<file path="config.mk">
export PLATFORM = sky130hd
export DESIGN_NAME = mc_ctrl
export DESIGN_NICKNAME = d
export VERILOG_FILES = /design/src/rtl/mc_ctrl.sv
export SDC_FILE = /design/constraint.sdc
export NUM_CORES = 1
export LEC_CHECK = 0
export CAP_MARGIN = 20
export CORE_MARGIN = 1
export CORE_UTILIZATION = 36
export DETAILED_ROUTE_END_ITERATION = 6
export PLACE_DENSITY = 0.87
export SLEW_MARGIN = 30
export SYNTH_ARGS = -nofsm -noshare
export SYNTH_HDL_FRONTEND = slang
export SYNTH_SLANG_ARGS = --single-unit
</file>
<file path="constraint.sdc">
create_clock -name clk -period 2.62 [get_ports clk]
set_input_delay 0.524 -clock clk [delete_from_list [all_inputs] [get_ports clk]]
set_output_delay 0.524 -clock clk [all_outputs]
set_load 0.01 [all_outputs]
</file>
<file path="src/rtl/mc_ctrl.sv">
`default_nettype none
// ============================================================================
// Module   : mc_ctrl
// Purpose  : Multi-cycle control unit for the MIPS-subset core. Sequences a
//            shared datapath through FETCH, DECODE, EXEC, MEM_RD, MEM_WR and
//            WB, drives datapath strobes and mux selects, and stalls on the
//            memory-ready handshake.
// Options  : MC_PERF_CNT_EN - builds the cycle/retired-instruction counters;
//            when undefined the counter outputs are tied to zero.
// Revision : 1.0 - initial release
// ============================================================================
module mc_ctrl #(
  parameter int CNT_W = 32
) (
  input  logic             clk,
  input  logic             reset,
  input  logic [5:0]       opcode,
  input  logic [5:0]       funct,
  input  logic             cmp_eq,
  input  logic             cmp_gtz,
  input  logic             mem_ready,
  output logic             pc_write,
  output logic             ir_write,
  output logic             mem_read,
  output logic             mem_write,
  output logic             iord,
  output logic             reg_write,
  output logic [2:0]       alu_control,
  output logic             alu_src,
  output logic [2:0]       ext_control,
  output logic [1:0]       reg_dst,
  output logic [2:0]       mem2reg,
  output logic [2:0]       npc_control,
  output logic             illegal,
  output logic [2:0]       state,
  output logic [CNT_W-1:0] cycle_cnt,
  output logic [CNT_W-1:0] instr_cnt
);

  typedef enum logic [2:0] {
    S_FETCH  = 3'd0,
    S_DECODE = 3'd1,
    S_EXEC   = 3'd2,
    S_MEM_RD = 3'd3,
    S_MEM_WR = 3'd4,
    S_WB     = 3'd5
  } state_t;

  localparam logic [5:0] c_op_rtype = 6'b000000;
  localparam logic [5:0] c_op_ori   = 6'b001101;
  localparam logic [5:0] c_op_lw    = 6'b100011;
  localparam logic [5:0] c_op_lb    = 6'b100000;
  localparam logic [5:0] c_op_sw    = 6'b101011;
  localparam logic [5:0] c_op_beq   = 6'b000100;
  localparam logic [5:0] c_op_bgtz  = 6'b000111;
  localparam logic [5:0] c_op_addi  = 6'b001000;
  localparam logic [5:0] c_op_lui   = 6'b001111;
  localparam logic [5:0] c_op_j     = 6'b000010;
  localparam logic [5:0] c_op_jal   = 6'b000011;
  localparam logic [5:0] c_op_bal   = 6'b110000;

  localparam logic [5:0] c_fn_add   = 6'b100000;
  localparam logic [5:0] c_fn_sub   = 6'b100010;
  localparam logic [5:0] c_fn_xor   = 6'b100110;
  localparam logic [5:0] c_fn_sll   = 6'b000000;
  localparam logic [5:0] c_fn_jr    = 6'b001000;
  localparam logic [5:0] c_fn_jalr  = 6'b001001;

  state_t r_state;
  state_t w_next;

  logic w_rtype;
  logic w_add, w_sub, w_xor, w_sll, w_jr, w_jalr;
  logic w_ori, w_lw, w_lb, w_sw, w_beq, w_bgtz, w_addi, w_lui, w_j, w_jal, w_bal;
  logic w_legal;
  logic [2:0] w_ext;
  logic [2:0] w_alu;
  logic       w_alu_src;

  // Instruction decode (opcode/funct are stable from DECODE onward)
  assign w_rtype = (opcode == c_op_rtype);
  assign w_add   = w_rtype && (funct == c_fn_add);
  assign w_sub   = w_rtype && (funct == c_fn_sub);
  assign w_xor   = w_rtype && (funct == c_fn_xor);
  assign w_sll   = w_rtype && (funct == c_fn_sll);
  assign w_jr    = w_rtype && (funct == c_fn_jr);
  assign w_jalr  = w_rtype && (funct == c_fn_jalr);
  assign w_ori   = (opcode == c_op_ori);
  assign w_lw    = (opcode == c_op_lw);
  assign w_lb    = (opcode == c_op_lb);
  assign w_sw    = (opcode == c_op_sw);
  assign w_beq   = (opcode == c_op_beq);
  assign w_bgtz  = (opcode == c_op_bgtz);
  assign w_addi  = (opcode == c_op_addi);
  assign w_lui   = (opcode == c_op_lui);
  assign w_j     = (opcode == c_op_j);
  assign w_jal   = (opcode == c_op_jal);
  assign w_bal   = (opcode == c_op_bal);

  assign w_legal = w_add | w_sub | w_xor | w_sll | w_jr | w_jalr | w_ori | w_lw |
                   w_lb | w_sw | w_beq | w_bgtz | w_addi | w_lui | w_j | w_jal | w_bal;

  assign w_alu_src = w_ori | w_addi | w_lui;

  // Immediate extension mode: lui shifts, signed-offset users sign-extend, ori zero-extends
  always_comb begin
    w_ext = 3'b000;
    if (w_lui) begin
      w_ext = 3'b010;
    end else if (w_addi | w_lw | w_lb | w_sw | w_beq | w_bgtz | w_bal) begin
      w_ext = 3'b001;
    end
  end

  // ALU operation select for the register/immediate ALU instructions
  always_comb begin
    w_alu = 3'b000;
    if (w_sub) begin
      w_alu = 3'b001;
    end else if (w_xor) begin
      w_alu = 3'b010;
    end else if (w_ori) begin
      w_alu = 3'b011;
    end else if (w_sll) begin
      w_alu = 3'b100;
    end
  end

  // State register; reset abandons any instruction in flight
  always_ff @(posedge clk or posedge reset) begin
    if (reset) begin
      r_state <= S_FETCH;
    end else begin
      r_state <= w_next;
    end
  end

  // Next-state and datapath control outputs
  always_comb begin
    w_next      = S_FETCH;
    pc_write    = 1'b0;
    ir_write    = 1'b0;
    mem_read    = 1'b0;
    mem_write   = 1'b0;
    iord        = 1'b0;
    reg_write   = 1'b0;
    alu_control = 3'b000;
    alu_src     = 1'b0;
    ext_control = 3'b000;
    reg_dst     = 2'b00;
    mem2reg     = 3'b000;
    npc_control = 3'b000;
    illegal     = 1'b0;
    case (r_state)
      S_FETCH: begin
        mem_read = 1'b1;
        // Reset holds the FSM here; the IR/PC loads must not fire while it is high
        ir_write = mem_ready & ~reset;
        pc_write = mem_ready & ~reset;
        w_next   = mem_ready ? S_DECODE : S_FETCH;
      end
      S_DECODE: begin
        ext_control = w_ext;
        if (!w_legal) begin
          illegal = 1'b1;
          w_next  = S_FETCH;
        end else begin
          w_next  = S_EXEC;
        end
      end
      S_EXEC: begin
        if (w_lw | w_lb | w_sw) begin
          alu_control = 3'b000;
          alu_src     = 1'b1;
          ext_control = 3'b001;
          w_next      = w_sw ? S_MEM_WR : S_MEM_RD;
        end else if (w_beq) begin
          npc_control = 3'b001;
          pc_write    = cmp_eq;
          w_next      = S_FETCH;
        end else if (w_bgtz) begin
          npc_control = 3'b001;
          pc_write    = cmp_gtz;
          w_next      = S_FETCH;
        end else if (w_bal) begin
          npc_control = 3'b001;
          pc_write    = 1'b1;
          w_next      = S_WB;
        end else if (w_j | w_jal) begin
          npc_control = 3'b010;
          pc_write    = 1'b1;
          w_next      = w_jal ? S_WB : S_FETCH;
        end else if (w_jr | w_jalr) begin
          npc_control = 3'b100;
          pc_write    = 1'b1;
          w_next      = w_jalr ? S_WB : S_FETCH;
        end else begin
          alu_control = w_alu;
          alu_src     = w_alu_src;
          ext_control = w_ext;
          w_next      = S_WB;
        end
      end
      S_MEM_RD: begin
        mem_read = 1'b1;
        iord     = 1'b1;
        w_next   = mem_ready ? S_WB : S_MEM_RD;
      end
      S_MEM_WR: begin
        mem_write = 1'b1;
        iord      = 1'b1;
        w_next    = mem_ready ? S_FETCH : S_MEM_WR;
      end
      S_WB: begin
        reg_write = 1'b1;
        if (w_jal | w_bal) begin
          reg_dst = 2'b10;
        end else if (w_rtype) begin
          reg_dst = 2'b01;
        end
        if (w_lw) begin
          mem2reg = 3'b001;
        end else if (w_lui) begin
          mem2reg = 3'b010;
        end else if (w_jal | w_jalr | w_bal) begin
          mem2reg = 3'b011;
        end else if (w_lb) begin
          mem2reg = 3'b100;
        end
        w_next = S_FETCH;
      end
      default: begin
        w_next = S_FETCH;
      end
    endcase
  end

  assign state = r_state;

`ifdef MC_PERF_CNT_EN
  localparam logic [CNT_W-1:0] c_one = {{(CNT_W-1){1'b0}}, 1'b1};

  logic [CNT_W-1:0] r_cycle_cnt;
  logic [CNT_W-1:0] r_instr_cnt;
  logic             w_retire;

  assign w_retire = ((r_state == S_DECODE) || (r_state == S_EXEC) ||
                     (r_state == S_MEM_WR) || (r_state == S_WB)) && (w_next == S_FETCH);

  // Free-running cycle counter and retired-instruction counter, both wrapping
  always_ff @(posedge clk or posedge reset) begin
    if (reset) begin
      r_cycle_cnt <= '0;
      r_instr_cnt <= '0;
    end else begin
      r_cycle_cnt <= r_cycle_cnt + c_one;
      if (w_retire) begin
        r_instr_cnt <= r_instr_cnt + c_one;
      end
    end
  end

  assign cycle_cnt = r_cycle_cnt;
  assign instr_cnt = r_instr_cnt;
`else
  assign cycle_cnt = '0;
  assign instr_cnt = '0;
`endif

endmodule
`default_nettype wire

</file>
---- Word level (Yosys, flattened, before mapping) ----
Cells that the tools add are included.
word-level totals
  register bits ........................... 3
  latch bits .............................. 0
  RAM bits ................................ 0
  memory bits (read-only) ................. 0
  bits of input ports ..................... 17
  output and inout bits ................... 89
  word-level logic and storage cells ...... 136
  memories ................................ 0
cells by class
  $add $sub $neg .......................... 0
  $mul .................................... 0
  div/mod/pow operators ................... 0
  $lt $le $gt $ge ......................... 0
  eq/ne operators ......................... 21
  shift-type cells ........................ 0
  mux-type cells .......................... 70
  bitwise gates (word level) .............. 33
  reduce and logical (&&, ||, !) cells .... 11
operators with widths
  kind                                                                    count
  3-bit two-way mux                                                       40
  6-bit equality test (second input constant)                             7
  1-bit bitwise OR                                                        31
  6-bit by 4-bit equality test with 1-bit output (second input constant)  5
  1-bit two-way mux                                                       23
  3-bit one-hot mux with 5 select lines                                   1
  6-bit by 2-bit equality test with 1-bit output (second input constant)  2
  6-bit by 3-bit equality test with 1-bit output (second input constant)  2
  6-bit zero test                                                         2
  2-bit two-way mux                                                       4
  3-bit by 2-bit equality test with 1-bit output (second input constant)  2
  3-bit equality test (second input constant)                             2
  1-bit logical AND                                                       6
  3-bit one-hot mux with 2 select lines                                   1
  2-bit OR reduction                                                      2
  3-bit by 1-bit equality test with 1-bit output (second input constant)  1
  3-bit zero test                                                         1
  1-bit one-hot mux with 2 select lines                                   1
  1-bit AND                                                               1
  1-bit inverter                                                          1

---- Longest topological paths before layout ----
  depth in word-level cells ............... 20
  mapped depth ............................ 7
  gate-level depth less buffers ........... 5

---- Least setup slack after synthesis ----
OpenSTA, ideal clock, no wires.
  path type ............................... in2out
  from .................................... input opcode[0]
  to ...................................... output ext_control[0]
  arrival time ............................ 1.758 ns
  required time ........................... 2.096 ns
  path slack .............................. 0.338 ns
  stages on the path ...................... 6
  buffers on the path ..................... 1
  cells stage by stage .................... buf_6 or2_4 or3_1 a21oi_1 a31oi_1 nor4_2
on the way
  longest elaborated chain between the ends .. 16
  elaborated cells on any way between the ends .. 32
ends and longest elaborated chain
  item                                                                                   line    text
  start: declaration                                                                     17      input logic [5:0] opcode,
  6-bit by 4-bit equality test with 1-bit output or 6-bit equality test (tied branches)  94, 89
  1-bit bitwise OR (6 in a row)                                                          110     end else if (w_addi | w_lw | w_lb | w_sw | w_beq | w_bgtz | w_bal) begin
  1-bit two-way mux                                                                      110
  2-bit two-way mux                                                                      108     if (w_lui) begin
  3-bit two-way mux                                                                      193     end else if (w_jr | w_jalr) begin
  3-bit two-way mux                                                                      189     end else if (w_j | w_jal) begin
  3-bit two-way mux                                                                      185     end else if (w_bal) begin
  3-bit two-way mux                                                                      181     end else if (w_bgtz) begin
  3-bit two-way mux                                                                      177     end else if (w_beq) begin
  3-bit two-way mux                                                                      172     if (w_lw | w_lb | w_sw) begin
  3-bit one-hot mux with 2 select lines (*)                                              154     case (r_state)
  end: declaration                                                                       30      output logic [2:0] ext_control,
Every way passes the cells marked *; elsewhere a longest branch is shown, timed or not.

---- Worst setup path after layout ----
  from .................................... input funct[0]
  to ...................................... output illegal
on the way
  longest elaborated chain between the ends .. 20
  elaborated cells on any way between the ends .. 30
ends and longest elaborated chain
  item                                    line    text
  start: declaration                      18      input logic [5:0] funct,
  6-bit equality test (on tied branches)  82, 83
  1-bit logical AND (on tied branches)    82, 83
  1-bit bitwise OR (4 in a row)           100     assign w_legal = w_add | w_sub | w_xor | w_sll | w_jr | w_jalr | w_ori | w_lw |
  1-bit bitwise OR (*) (4 in a row)       100
  1-bit bitwise OR (*) (8 in a row)       101     w_lb | w_sw | w_beq | w_bgtz | w_addi | w_lui | w_j | w_jal | w_bal;
  1-bit two-way mux (*)                   164     if (!w_legal) begin
  1-bit two-way mux (*)                   154
  end: declaration                        34      output logic illegal,
Marks and branches as above.

==> key figures <==
Clocking
  – Clock Tree Buf Depth: 2
  – CTS tree: done
  – Root Driver: clkbuf_4
  – Clock insertion delay at the later pin of the skew report: 220 ps
  – Clk slew on worst S/H paths: 40 ps
  – TritonCTS buffer count: 3
  – H-tree depth: 1
  – Clock Sinks: 3

Place
  – Number of port buffers: 40
  – DP Worst Slack: -621 ps
  – Routability Congestion: 0.828
  – Post-DP HPWL: 2730 um

Setup path
  – CP bufs+invs: 2
  – CP endpoint kind: output pin
  – CP peak stage delay: 550 ps
  – Reg2reg path depth: 4
  – R2R Path End: state[2]
  – Flop-to-flop setup slack: 1500 ps
  – Worst Path Max Fanout: 3
  – Slowest cell on the critical path: clkdlybuf4s50_1
  – Startpoint Class: input port
  – Worst Path Required: 2100 ps
  – CP top delay family: buffers and inverters
  – R2r startpoint: state[0]
  – Crit path cell chain: clkdlybuf4s50_1 -> mux2i_1 -> a211oi_1 -> o211ai_1 -> nor3_2 -> buf_2
  – Crit path arrival time: 2050 ps
  – WS Path Type: in -> out
  – Critical Path Start: funct[0]

Routing
  – Vias/cell: 4.37
  – DR iter-0 viols: 50
  – Via Count: 1386
  – DR pass1 iterations: 4
  – Antenna viol nets, final: 0
  – Routed Wire Length: 3540 um
  – WL/cell: 11.2 um
  – DRC Markers: 0

GRT
  – GR peak layer: met2
  – Tot GR Track Use: 16.8%
  – Largest net degree at the start of global routing: 13
  – Grt ovf: 0
  – Initial antenna violation count: 0
  – Met3 Use GR: 1.84%
  – Met2 Resource Use GR: 31.7%
  – First-pass GRT wire length: 5350 um
  – Met1 usage: 19.7%
  – Vias in the first global route: 1213

Status
  – Status: completed

Power and ir drop
  – Pwr dens: 291 nW/um2
  – Peak VDD IR: 0.000144 V
  – Leak: 1.01 nW

Floorplan
  – Initial core utilization: 38.3%
  – Die X: 62.3 um
  – # rows: 21
  – Core ar.: 3420 um2
  – Die area: 3880 um2
  – Die H: 62.3 um
  – Top Ports: 106

Cells and area
  – Diode count: 0
  – Layout cells sized above 1: 33.2%
  – Final-stage net count: 289
  – Max FFs per register: 3
  – P&R area growth vs syn: 49.6%

Logic synthesis
  – Ys flop type: dfrtp_1
  – Gate Count Post-Synth: 191
  – EDFF count, synth: 0
  – Ys Warns: 0
  – Average size of a mapped cell: 6.85 um2
  – Post-synth cell types: 43
  – Sequential area share after synthesis: 5.74%
  – Mapped cell area: 1310 um2
  – Register bit total from synthesis: 3
  – Synth async-reset ratio: 100%

Timing
  – Period utilization: 98.1%
  – Final Hold Vio Count: 0
  – Setup Viol. Count Final: 0
  – Final WS setup: 50.2 ps
  – Clock period minus worst slack: 2570 ps
  – Hold WS: 501 ps
  – Clk_skew: 2.26 ps
  – Fmax: 389 MHz
  – Slew Limit Fails: 0

Job
  – Total of max-cap violations: 0

Hold path
  – Worst min path class: in -> async
==> layout make-up <==
type                    instances  area, um2
clock buffers                   4       26.3
fillers                       339       1460
inverters                       5       18.8
repair buffers                 86        711
multi-input cells             173       1070
flip-flops and latches          3       75.1
well taps                      46       57.6
==> routing by layer <==
layer  vias to the layer above  wire (um)
met1                       638       1440
met5                         -          0
met3                         0        189
li1                        688          -
met2                        60       1910
met4                         0          0
==> cells by family after synthesis <==
family	after synthesis	share of synthesized area (%)
AO/OA/AOI/OAI	35	17.3
XOR/XNOR	3	2.01
buffers and inverters	79	42.7
flip-flops	3	5.74
multiplexers	2	1.53
other	1	0.287
AND/OR/NAND/NOR	68	30.4
==> layout by cell type, fill, tap and decap left out, drive strengths merged, types with 2 or more instances in the layout <==
master	count
mux2i	2
conb	65
nor2	12
o22a	2
nor2b	3
clkdlybuf4s50	13
nand3	3
nor4	3
and2	4
dlygate4sd2	6
a31oi	4
nand2	16
dlymetal6s2s	6
clkbuf	10
nor3	8
inv	5
buf	50
dfrtp	3
xnor2	3
clkdlybuf4s15	4
nor3b	4
and3	2
a21oi	10
o31ai	2
o21ai	10
nand4b	3
or3	3
==> synth_stat cells, drive strengths merged (4+ instances only) <==
| master | number | area share, % |
|---|---|---|
| a21oi | 10 | 3.8 |
| a31oi | 4 | 1.9 |
| and2 | 4 | 1.9 |
| buf | 72 | 41 |
| inv | 5 | 1.4 |
| nand2 | 16 | 4.6 |
| nor2 | 12 | 3.4 |
| nor3 | 8 | 3.4 |
| nor3b | 4 | 2.3 |
| o21ai | 10 | 3.8 |
==> where the power goes <==
group          total [mW]  switching [mW]  internal, mW
clock              0.0773          0.0204        0.0568
combinational       0.411           0.224         0.187
sequential         0.0808          0.0216        0.0591
==> how the worst max path moves through the flow <==
stage | endpoint | slack (ps) | cells past startpoint
final | illegal | 50 | 6
after CTS | alu_src | 0.2 | 7
after detailed placement | mem2reg[1] | -620 | 7
after global routing | illegal | -30 | 6
after global placement | ext_control[0] | -620 | 7
after floorplan | ext_control[0] | 340 | 6
==> timing repair <==
| item | 4_1_cts | 5_1_grt |
|---|---|---|
| gates resized for setup | 61 | 27 |
| pin swaps | 6 | 8 |
| buffers inserted | 1 | 4 |
| endpoints found under the setup margin | 16 | 11 |
| hold buffers | 0 | 0 |
==> through the flow <==
step                      instance area, um2  instances  total power, mW  util [%]  TNS [ps]
after CTS                               1880        313            0.556      55.1         0
after floorplan                         1550        255            0.355         -         0
after detailed placement                1770        308            0.474      51.9     -7670
after global routing                    1960        317            0.616      57.3     -41.4
after global placement                  1770        308            0.465      51.9     -7300
final                                   1960        317            0.569      57.3         0
No activity file was read; power rests on OpenSTA's default activity.
